[src/rtl/vga_pkg.sv]
// ---------------------------------------------------------------------------
// vga_pkg
// Shared constants and types for the VGA pixel source.
//   - Default 640x480@60 raster timing and the derived line/frame totals
//   - Default stored-image size, frame-buffer read latency and address width
//   - rgb888_t: one frame-buffer word, {R,G,B}
//   - pix_tag_t: per-pixel side information carried alongside the BRAM read
// ---------------------------------------------------------------------------
package vga_pkg;

  localparam int unsigned VGA_H_ACTIVE = 640;
  localparam int unsigned VGA_H_FP     = 16;
  localparam int unsigned VGA_H_SYNC   = 96;
  localparam int unsigned VGA_H_BP     = 48;
  localparam int unsigned VGA_V_ACTIVE = 480;
  localparam int unsigned VGA_V_FP     = 10;
  localparam int unsigned VGA_V_SYNC   = 2;
  localparam int unsigned VGA_V_BP     = 33;

  localparam int unsigned VGA_H_TOTAL = VGA_H_ACTIVE + VGA_H_FP + VGA_H_SYNC + VGA_H_BP;
  localparam int unsigned VGA_V_TOTAL = VGA_V_ACTIVE + VGA_V_FP + VGA_V_SYNC + VGA_V_BP;

  localparam int unsigned VGA_IMG_W  = 320;
  localparam int unsigned VGA_IMG_H  = 240;
  localparam int unsigned VGA_RD_LAT = 2;
  localparam int unsigned VGA_ADDR_W = 17;

  typedef struct packed {
    logic [7:0] r;
    logic [7:0] g;
    logic [7:0] b;
  } rgb888_t;

  // valid=0 marks a stage that holds no real pixel (after reset); such a
  // stage must produce black, de=0 and inactive syncs at the output.
  typedef struct packed {
    logic       valid;
    logic       active;
    logic       in_img;
    logic       hs_n;
    logic       vs_n;
    logic [1:0] x_lsb;
    logic [1:0] y_lsb;
    logic       first;
  } pix_tag_t;

  function automatic rgb888_t rgb_or_black(input logic keep, input rgb888_t px);
    return keep ? px : '0;
  endfunction

endpackage

[src/rtl/vga_pixel_source_if.sv]
// ---------------------------------------------------------------------------
// vga_pixel_source_if
// Frame-buffer read port between the pixel source and its BRAM.
//   rd_en   : read strobe (source -> memory)
//   rd_addr : word address (source -> memory)
//   rd_data : {R,G,B} word, valid a fixed number of pixel steps after rd_en
//             and held until the next read (memory -> source)
// Modports: master = pixel source, slave = memory.
// ---------------------------------------------------------------------------
interface vga_pixel_source_if #(
  parameter int unsigned ADDR_W = vga_pkg::VGA_ADDR_W
) ();
  import vga_pkg::*;

  logic              rd_en;
  logic [ADDR_W-1:0] rd_addr;
  rgb888_t           rd_data;

  modport master (output rd_en, output rd_addr, input  rd_data);
  modport slave  (input  rd_en, input  rd_addr, output rd_data);

endinterface

[src/rtl/vga_timing_counter.sv]
// ---------------------------------------------------------------------------
// vga_timing_counter
// Horizontal/vertical raster counters and the combinational region flags
// derived from them. Counters advance only on pixel-clock-enable steps.
//   clk, rst_n     : clock, synchronous active-low reset
//   i_pix_ce       : pixel clock enable
//   o_active       : inside the visible area
//   o_in_img       : inside the stored image (top-left of the raster)
//   o_hs_n/o_vs_n  : raw active-low sync levels for the current position
//   o_first        : current position is pixel (0,0)
//   o_frame_wrap   : current position is the last of the frame
//   o_x_lsb/o_y_lsb: low two bits of the current position
// ---------------------------------------------------------------------------
module vga_timing_counter
  import vga_pkg::*;
#(
  parameter int unsigned H_ACTIVE = VGA_H_ACTIVE,
  parameter int unsigned H_FP     = VGA_H_FP,
  parameter int unsigned H_SYNC   = VGA_H_SYNC,
  parameter int unsigned H_BP     = VGA_H_BP,
  parameter int unsigned V_ACTIVE = VGA_V_ACTIVE,
  parameter int unsigned V_FP     = VGA_V_FP,
  parameter int unsigned V_SYNC   = VGA_V_SYNC,
  parameter int unsigned V_BP     = VGA_V_BP,
  parameter int unsigned IMG_W    = VGA_IMG_W,
  parameter int unsigned IMG_H    = VGA_IMG_H
) (
  input  logic       clk,
  input  logic       rst_n,
  input  logic       i_pix_ce,
  output logic       o_active,
  output logic       o_in_img,
  output logic       o_hs_n,
  output logic       o_vs_n,
  output logic       o_first,
  output logic       o_frame_wrap,
  output logic [1:0] o_x_lsb,
  output logic [1:0] o_y_lsb
);

  localparam int unsigned H_TOTAL = H_ACTIVE + H_FP + H_SYNC + H_BP;
  localparam int unsigned V_TOTAL = V_ACTIVE + V_FP + V_SYNC + V_BP;
  localparam int unsigned HCW     = $clog2(H_TOTAL);
  localparam int unsigned VCW     = $clog2(V_TOTAL);

  logic [HCW-1:0] r_hcnt;
  logic [VCW-1:0] r_vcnt;
  logic           w_h_last;
  logic           w_v_last;
  logic [31:0]    w_h;
  logic [31:0]    w_v;

  always_comb begin
    w_h      = 32'(r_hcnt);
    w_v      = 32'(r_vcnt);
    w_h_last = (w_h == H_TOTAL - 1);
    w_v_last = (w_v == V_TOTAL - 1);
  end

  always_ff @(posedge clk) begin
    if (!rst_n) begin
      r_hcnt <= '0;
      r_vcnt <= '0;
    end else if (i_pix_ce) begin
      if (w_h_last) begin
        r_hcnt <= '0;
        r_vcnt <= w_v_last ? '0 : r_vcnt + 1'b1;
      end else begin
        r_hcnt <= r_hcnt + 1'b1;
      end
    end
  end

  // Compares are done at 32 bits so the sync-end bound may equal the total
  // even when the total is a power of two.
  always_comb begin
    o_active     = (w_h < H_ACTIVE) && (w_v < V_ACTIVE);
    o_in_img     = (w_h < IMG_W) && (w_v < IMG_H);
    o_hs_n       = !((w_h >= H_ACTIVE + H_FP) && (w_h < H_ACTIVE + H_FP + H_SYNC));
    o_vs_n       = !((w_v >= V_ACTIVE + V_FP) && (w_v < V_ACTIVE + V_FP + V_SYNC));
    o_first      = (r_hcnt == '0) && (r_vcnt == '0);
    o_frame_wrap = w_h_last && w_v_last;
    o_x_lsb      = r_hcnt[1:0];
    o_y_lsb      = r_vcnt[1:0];
  end

endmodule

[src/rtl/vga_pixel_source.sv]
// ---------------------------------------------------------------------------
// vga_pixel_source
// Generates raster timing, reads RGB888 pixels from a frame-buffer BRAM and
// presents per-channel bytes with syncs/de/coordinate LSBs aligned to them.
//   clk, rst_n   : clock, synchronous active-low reset
//   pix_ce       : pixel clock enable; all state advances only when 1
//   fb (master)  : frame-buffer read port (rd_en, rd_addr, rd_data)
//   red/green/blue: channel bytes, black outside the stored image
//   x_lsb/y_lsb  : low bits of the displayed pixel's coordinates
//   hsync/vsync  : active-low syncs; de: display enable
//   frame_start  : one-clk pulse with the first output of pixel (0,0)
// Counter-to-output latency is RD_LAT+1 pix_ce steps for data and sync.
// ---------------------------------------------------------------------------
module vga_pixel_source
  import vga_pkg::*;
#(
  parameter int unsigned H_ACTIVE = VGA_H_ACTIVE,
  parameter int unsigned H_FP     = VGA_H_FP,
  parameter int unsigned H_SYNC   = VGA_H_SYNC,
  parameter int unsigned H_BP     = VGA_H_BP,
  parameter int unsigned V_ACTIVE = VGA_V_ACTIVE,
  parameter int unsigned V_FP     = VGA_V_FP,
  parameter int unsigned V_SYNC   = VGA_V_SYNC,
  parameter int unsigned V_BP     = VGA_V_BP,
  parameter int unsigned IMG_W    = VGA_IMG_W,
  parameter int unsigned IMG_H    = VGA_IMG_H,
  parameter int unsigned RD_LAT   = VGA_RD_LAT,
  parameter int unsigned ADDR_W   = VGA_ADDR_W
) (
  input  logic                 clk,
  input  logic                 rst_n,
  input  logic                 pix_ce,
  vga_pixel_source_if.master   fb,
  output logic [7:0]           red,
  output logic [7:0]           green,
  output logic [7:0]           blue,
  output logic [1:0]           x_lsb,
  output logic [1:0]           y_lsb,
  output logic                 hsync,
  output logic                 vsync,
  output logic                 de,
  output logic                 frame_start
);

  logic       w_active;
  logic       w_in_img;
  logic       w_hs_n;
  logic       w_vs_n;
  logic       w_first;
  logic       w_frame_wrap;
  logic [1:0] w_x_lsb;
  logic [1:0] w_y_lsb;

  vga_timing_counter #(
    .H_ACTIVE (H_ACTIVE),
    .H_FP     (H_FP),
    .H_SYNC   (H_SYNC),
    .H_BP     (H_BP),
    .V_ACTIVE (V_ACTIVE),
    .V_FP     (V_FP),
    .V_SYNC   (V_SYNC),
    .V_BP     (V_BP),
    .IMG_W    (IMG_W),
    .IMG_H    (IMG_H)
  ) u_timing (
    .clk          (clk),
    .rst_n        (rst_n),
    .i_pix_ce     (pix_ce),
    .o_active     (w_active),
    .o_in_img     (w_in_img),
    .o_hs_n       (w_hs_n),
    .o_vs_n       (w_vs_n),
    .o_first      (w_first),
    .o_frame_wrap (w_frame_wrap),
    .o_x_lsb      (w_x_lsb),
    .o_y_lsb      (w_y_lsb)
  );

  logic [ADDR_W-1:0] r_rd_addr;
  pix_tag_t          r_pipe [RD_LAT];
  pix_tag_t          w_tag;
  pix_tag_t          w_tail;
  rgb888_t           r_rgb;
  logic [1:0]        r_x_lsb;
  logic [1:0]        r_y_lsb;
  logic              r_hsync;
  logic              r_vsync;
  logic              r_de;
  logic              r_frame_start;

  // rd_addr always holds the word address of the current raster position;
  // the strobe is taken on the same pix_ce edge that advances the counters,
  // so the BRAM registers this address together with the pipeline tag.
  assign fb.rd_en   = rst_n & pix_ce & w_in_img;
  assign fb.rd_addr = r_rd_addr;

  always_comb begin
    w_tag = '{valid: 1'b1, active: w_active, in_img: w_in_img,
              hs_n: w_hs_n, vs_n: w_vs_n, x_lsb: w_x_lsb,
              y_lsb: w_y_lsb, first: w_first};
    w_tail = r_pipe[RD_LAT-1];
  end

  // Row-major address without a multiplier: pixels outside the image do not
  // consume addresses, and the count restarts on the last step of the frame.
  always_ff @(posedge clk) begin
    if (!rst_n) begin
      r_rd_addr <= '0;
    end else if (pix_ce) begin
      if (w_frame_wrap) begin
        r_rd_addr <= '0;
      end else if (w_in_img) begin
        r_rd_addr <= r_rd_addr + 1'b1;
      end
    end
  end

  always_ff @(posedge clk) begin
    if (!rst_n) begin
      for (int unsigned i = 0; i < RD_LAT; i++) begin
        r_pipe[i] <= '0;
      end
    end else if (pix_ce) begin
      r_pipe[0] <= w_tag;
      for (int unsigned i = 1; i < RD_LAT; i++) begin
        r_pipe[i] <= r_pipe[i-1];
      end
    end
  end

  always_ff @(posedge clk) begin
    if (!rst_n) begin
      r_rgb   <= '0;
      r_x_lsb <= '0;
      r_y_lsb <= '0;
      r_hsync <= 1'b1;
      r_vsync <= 1'b1;
      r_de    <= 1'b0;
    end else if (pix_ce) begin
      r_rgb   <= rgb_or_black(w_tail.valid & w_tail.in_img, fb.rd_data);
      r_x_lsb <= w_tail.x_lsb;
      r_y_lsb <= w_tail.y_lsb;
      r_hsync <= ~w_tail.valid | w_tail.hs_n;
      r_vsync <= ~w_tail.valid | w_tail.vs_n;
      r_de    <= w_tail.valid & w_tail.active;
    end
  end

  // Loaded every clk (not only on pix_ce) so the pulse drops after one clk
  // even when the following pix_ce steps are stalled.
  always_ff @(posedge clk) begin
    if (!rst_n) begin
      r_frame_start <= 1'b0;
    end else begin
      r_frame_start <= pix_ce & w_tail.valid & w_tail.first;
    end
  end

  assign red         = r_rgb.r;
  assign green       = r_rgb.g;
  assign blue        = r_rgb.b;
  assign x_lsb       = r_x_lsb;
  assign y_lsb       = r_y_lsb;
  assign hsync       = r_hsync;
  assign vsync       = r_vsync;
  assign de          = r_de;
  assign frame_start = r_frame_start;

endmodule

[src/flat_wrapper.sv]
// flat-port wrapper written by rule: the top's interface ports become plain ports
module vga_pixel_source_flat import vga_pkg::*;
#(
  parameter int unsigned H_ACTIVE = VGA_H_ACTIVE,
  parameter int unsigned H_FP     = VGA_H_FP,
  parameter int unsigned H_SYNC   = VGA_H_SYNC,
  parameter int unsigned H_BP     = VGA_H_BP,
  parameter int unsigned V_ACTIVE = VGA_V_ACTIVE,
  parameter int unsigned V_FP     = VGA_V_FP,
  parameter int unsigned V_SYNC   = VGA_V_SYNC,
  parameter int unsigned V_BP     = VGA_V_BP,
  parameter int unsigned IMG_W    = VGA_IMG_W,
  parameter int unsigned IMG_H    = VGA_IMG_H,
  parameter int unsigned RD_LAT   = VGA_RD_LAT,
  parameter int unsigned ADDR_W   = VGA_ADDR_W
)
  (clk, rst_n, pix_ce, red, green, blue, x_lsb, y_lsb, hsync, vsync, de, frame_start, fb_rd_en, fb_rd_addr, fb_rd_data);
  vga_pixel_source_if #(.ADDR_W(ADDR_W)) fb_i ();
  input  logic clk;
  input  logic rst_n;
  input  logic pix_ce;
  output logic [7:0] red;
  output logic [7:0] green;
  output logic [7:0] blue;
  output logic [1:0] x_lsb;
  output logic [1:0] y_lsb;
  output logic hsync;
  output logic vsync;
  output logic de;
  output logic frame_start;
  output wire logic [$bits(fb_i.rd_en)-1:0] fb_rd_en;
  output wire logic [$bits(fb_i.rd_addr)-1:0] fb_rd_addr;
  input wire logic [$bits(fb_i.rd_data)-1:0] fb_rd_data;
  assign fb_rd_en = fb_i.rd_en;
  assign fb_rd_addr = fb_i.rd_addr;
  assign fb_i.rd_data = fb_rd_data;
  vga_pixel_source #(.H_ACTIVE(H_ACTIVE), .H_FP(H_FP), .H_SYNC(H_SYNC), .H_BP(H_BP), .V_ACTIVE(V_ACTIVE), .V_FP(V_FP), .V_SYNC(V_SYNC), .V_BP(V_BP), .IMG_W(IMG_W), .IMG_H(IMG_H), .RD_LAT(RD_LAT), .ADDR_W(ADDR_W)) u_core (.clk(clk), .rst_n(rst_n), .pix_ce(pix_ce), .fb(fb_i), .red(red), .green(green), .blue(blue), .x_lsb(x_lsb), .y_lsb(y_lsb), .hsync(hsync), .vsync(vsync), .de(de), .frame_start(frame_start));
endmodule
[config.mk]
export PLATFORM = sky130hd
export DESIGN_NAME = vga_pixel_source_flat
export DESIGN_NICKNAME = d
export VERILOG_FILES = /design/src/rtl/vga_pkg.sv /design/src/rtl/vga_pixel_source_if.sv /design/src/rtl/vga_timing_counter.sv /design/src/rtl/vga_pixel_source.sv /design/src/flat_wrapper.sv
export SDC_FILE = /design/constraint.sdc
export NUM_CORES = 1
export LEC_CHECK = 0
export BUFFER_PORTS_ARGS = -buffer_cell sky130_fd_sc_hd__buf_2
export CORE_UTILIZATION = 56
export CTS_BUF_LIST = sky130_fd_sc_hd__clkbuf_8
export DETAILED_ROUTE_END_ITERATION = 7
export PLACE_DENSITY = 0.81
export SETUP_SLACK_MARGIN = 0.1
export SYNTH_ARGS = -nofsm -noshare
export SYNTH_HDL_FRONTEND = slang
export SYNTH_SLANG_ARGS = --single-unit
[constraint.sdc]
create_clock -name clk -period 2.55 [get_ports clk]
set_clock_uncertainty 0.15 [all_clocks]
set_input_delay 0.255 -clock clk [delete_from_list [all_inputs] [get_ports clk]]
set_output_delay 0.255 -clock clk [all_outputs]
set_load 0.1 [all_outputs]
==> impl_metrics.json <==
{
  "status": "complete, no violations",
  "ios": 77,
  "r2r_start": "u_core.u_timing.r_hcnt[5]$_SDFFE_PN0P_",
  "antennaDiodeCount": 0,
  "io_buffers": 76,
  "syn_inst": 381,
  "cts_tree": "done",
  "post_cts_resized": 0,
  "synthTopCellsByArea": "dfxtp_1 37%, edfxtp_1 16%, a22o_1 5.9%, nor2_1 4.2%, nand2_1 3.2%",
  "setup_viol": 0,
  "dr.pass1.iters": 4,
  "clkLatencyLatePin_ps": 360,
  "vias_per_cell": 5.83,
  "startpoint_type": "flop",
  "synth.avg_cell_area_um2": 9.80,
  "cts_made_buffers": 9,
  "drive_above_1_share_pct": 22.9,
  "p_per_area_nw_per_um2": 572,
  "finalWirelength_mm": 9.11,
  "slew_violations": 0,
  "rsz0062_at_grt": "no",
  "grt_pass1_vias": 3010,
  "grt_max_degree": 33,
  "synth.largest_area_cell": "dfxtp_1",
  "syn_nets": 413,
  "swShare_pct": 27.3,
  "fill_cells": 467,
  "ctsLongestPathBuffers": 2,
  "grt_usage_pct": 27.2,
  "p_sw_uw": 720,
  "ys_ff_latch": 89,
  "synth_edf_count": 20,
  "rows": 29,
  "maxSlewHeadroom_pct": 50.5,
  "netlist.area_leader.share_pct": 37.0,
  "crit_required_ps": 2640,
  "comb_power_share_pct": 9.6,
  "hp-start": "rst_n",
  "critPathMaxFanout": 10,
  "initial_core_util_pct": 58.5,
  "ys.flop_type": "dfxtp_1",
  "fin_nets": 512,
  "synthToLayoutAreaGrowth_pct": 23.5,
  "post-route-period-util_pct": 90.9,
  "synthesis.area_um2": 3730,
  "yosys_warnings": 0,
  "drt-initial-drc-count": 207,
  "synth-seq-area-share_pct": 53.1,
  "dp_hpwl_mm": 5.68,
  "seq_power_share_pct": 56.6,
  "ant_nets": 0,
  "hold-path-cell-count": 2,
  "vias": 3274,
  "grt_pass1_wl_mm": 14.8,
  "ys_async_sr_fraction_pct": 0,
  "finalHoldViolCount": 0,
  "cts-root-buf": "clkbuf_8",
  "fin_crit_ps": 2320,
  "drc_errors": 0,
  "p_clk_share_pct": 33.8,
  "die_area_um2": 7000,
  "place_inst": 521,
  "cts.sinks": 89,
  "worstSetupPathType": "reg -> reg",
  "arrival_ps": 2410,
  "reg2reg_depth": 5,
  "ys_types": 46,
  "instances_no_fill": 562,
  "peakVddDrop_uv": 563,
  "die_w_um": 83.7,
  "cap_violations": 0,
  "clkTransAtPathRegs_ps": 90,
  "antenna_found_initial": 0,
  "place.gp.congestion": 0.910,
  "tns_ps": 0,
  "fmax_mhz": 431,
  "worst_pin_slew_ps": 742,
  "post_drt_wl_per_cell_um": 16.2,
  "p_int_mw": 1.92,
  "die_h_um": 83.7,
  "worstSetupEndpointType": "flop",
  "overflow": 0,
  "crit_start": "u_core.u_timing.r_hcnt[5]$_SDFFE_PN0P_",
  "hold_path_class": "in -> reg",
  "p_leak_nw": 1.98,
  "htreeDepth": 3,
  "coreArea_um2": 6390
}
layout make-up:
class | count | area, µm² | share of cell area (%)
Clock buffer | 9 | 124 | 2.69
Sequential cell | 89 | 1990 | 43.1
Timing Repair Buffer | 109 | 703 | 15.2
Clock inverter | 7 | 56.3 | 1.22
Multi-Input combinational cell | 255 | 1590 | 34.4
Inverter | 16 | 60.1 | 1.30
Tap cell | 77 | 96.3 | 2.09
state kept, by name, indices dropped and copies added, names as in the netlist, 2 cells and up:
register	flops
u_core.blue	8
u_core.u_timing.r_vcnt	10
u_core.y_lsb	2
u_core.red	8
u_core.u_timing.r_hcnt	10
u_core.fb.rd_addr	17
u_core.r_pipe	20
u_core.green	8
u_core.x_lsb	2
synth_stat cells, drive strengths merged (2+ instances only):
master,n
a31oi,3
nor2,42
ha,5
nor4,5
inv,15
a22o,25
and4b,2
and4,3
mux2i,5
xor2,7
or3,8
nand4,15
xnor2,8
buf,9
and3,18
o22ai,3
o31ai,2
a21oi,12
a22oi,2
edfxtp,20
dfxtp,69
nor3,10
clkbuf,12
nor4b,3
o21ai,16
nand3,19
nand2,32
layout by cell type (no fill, tap or decap), drive strengths merged, types with 7 or more instances in the layout:
master / n
a21oi: 12
xor2: 7
edfxtp: 20
nand3: 19
nor3: 10
a22o: 25
inv: 18
dlygate4sd3: 24
dfxtp: 69
nand2: 32
clkbuf: 9
and3: 18
or3: 8
xnor2: 8
o21ai: 16
nand4: 15
nor2: 42
buf: 85
per-layer routing:
metal | track usage (%) | wire [µm] | share of wire, % | vias to the layer above
met5 | 0 | 0 | 0 | -
met4 | 12.2 | 181 | 2.0 | 0
met3 | 4.25 | 512 | 5.6 | 13
met2 | 47.0 | 4700 | 52 | 109
met1 | 33.6 | 3720 | 41 | 1574
li1 | - | - | - | 1578
power by group through the flow:
stage	sequential [mW]	clock [mW]	combinational [mW]
floorplan	1.60	0	0.0817
global placement	1.52	0	0.216
detailed placement	1.52	0	0.219
CTS	1.49	0.893	0.250
global route	1.50	0.967	0.271
finish	1.49	0.892	0.255
path summary, 6_finish.rpt:
check / endpoint / slack [ps]
max: u_core.u_timing.r_vcnt[9]$_SDFFE_PN0P_ / 230
min: u_core.vsync$_SDFFE_PN1P_ / 70
max reg2reg: u_core.u_timing.r_vcnt[9]$_SDFFE_PN0P_ / 230
min reg2reg: u_core.fb.rd_addr[4]$_SDFFE_PN0P_ / 320
cells by family after synthesis:
group,after synthesis,synth area share (%)
AOI/OAI and AO/OA,69,13.9
adders and majority gates,5,1.68
buffers and inverters,37,4.56
muxes,5,1.34
and+or+nand+nor,161,22.0
xor gates and xnor gates,15,3.52
DFF,89,53.1
critical path, cell delays in order (launching register included):
cell and delay [ps]:
dfxtp_1 400, or4b_4 580, or3_1 390, buf_4 180, o31ai_4 400, nor2_1 90
stage by stage:
stage	setup slack (ps)	power [mW]	cell area, µm²	hold slack, ps	util, %
global placement	331	1.74	4180	303	65.5
floorplan	162	1.68	3740	231	-
detailed placement	269	1.74	4180	306	65.5
global route	110	2.73	4610	98.4	72.2
CTS	242	2.64	4610	66.4	72.2
finish	232	2.64	4610	74.2	72.2
what timing repair did:
action | CTS | global route
endpoints found under the setup margin | 1 | 0
hold buffers | 24 | 0
endpoints found under the hold margin | 24 | 0
setup buffers | 1 | 0
(Power assumes the default switching activity.)
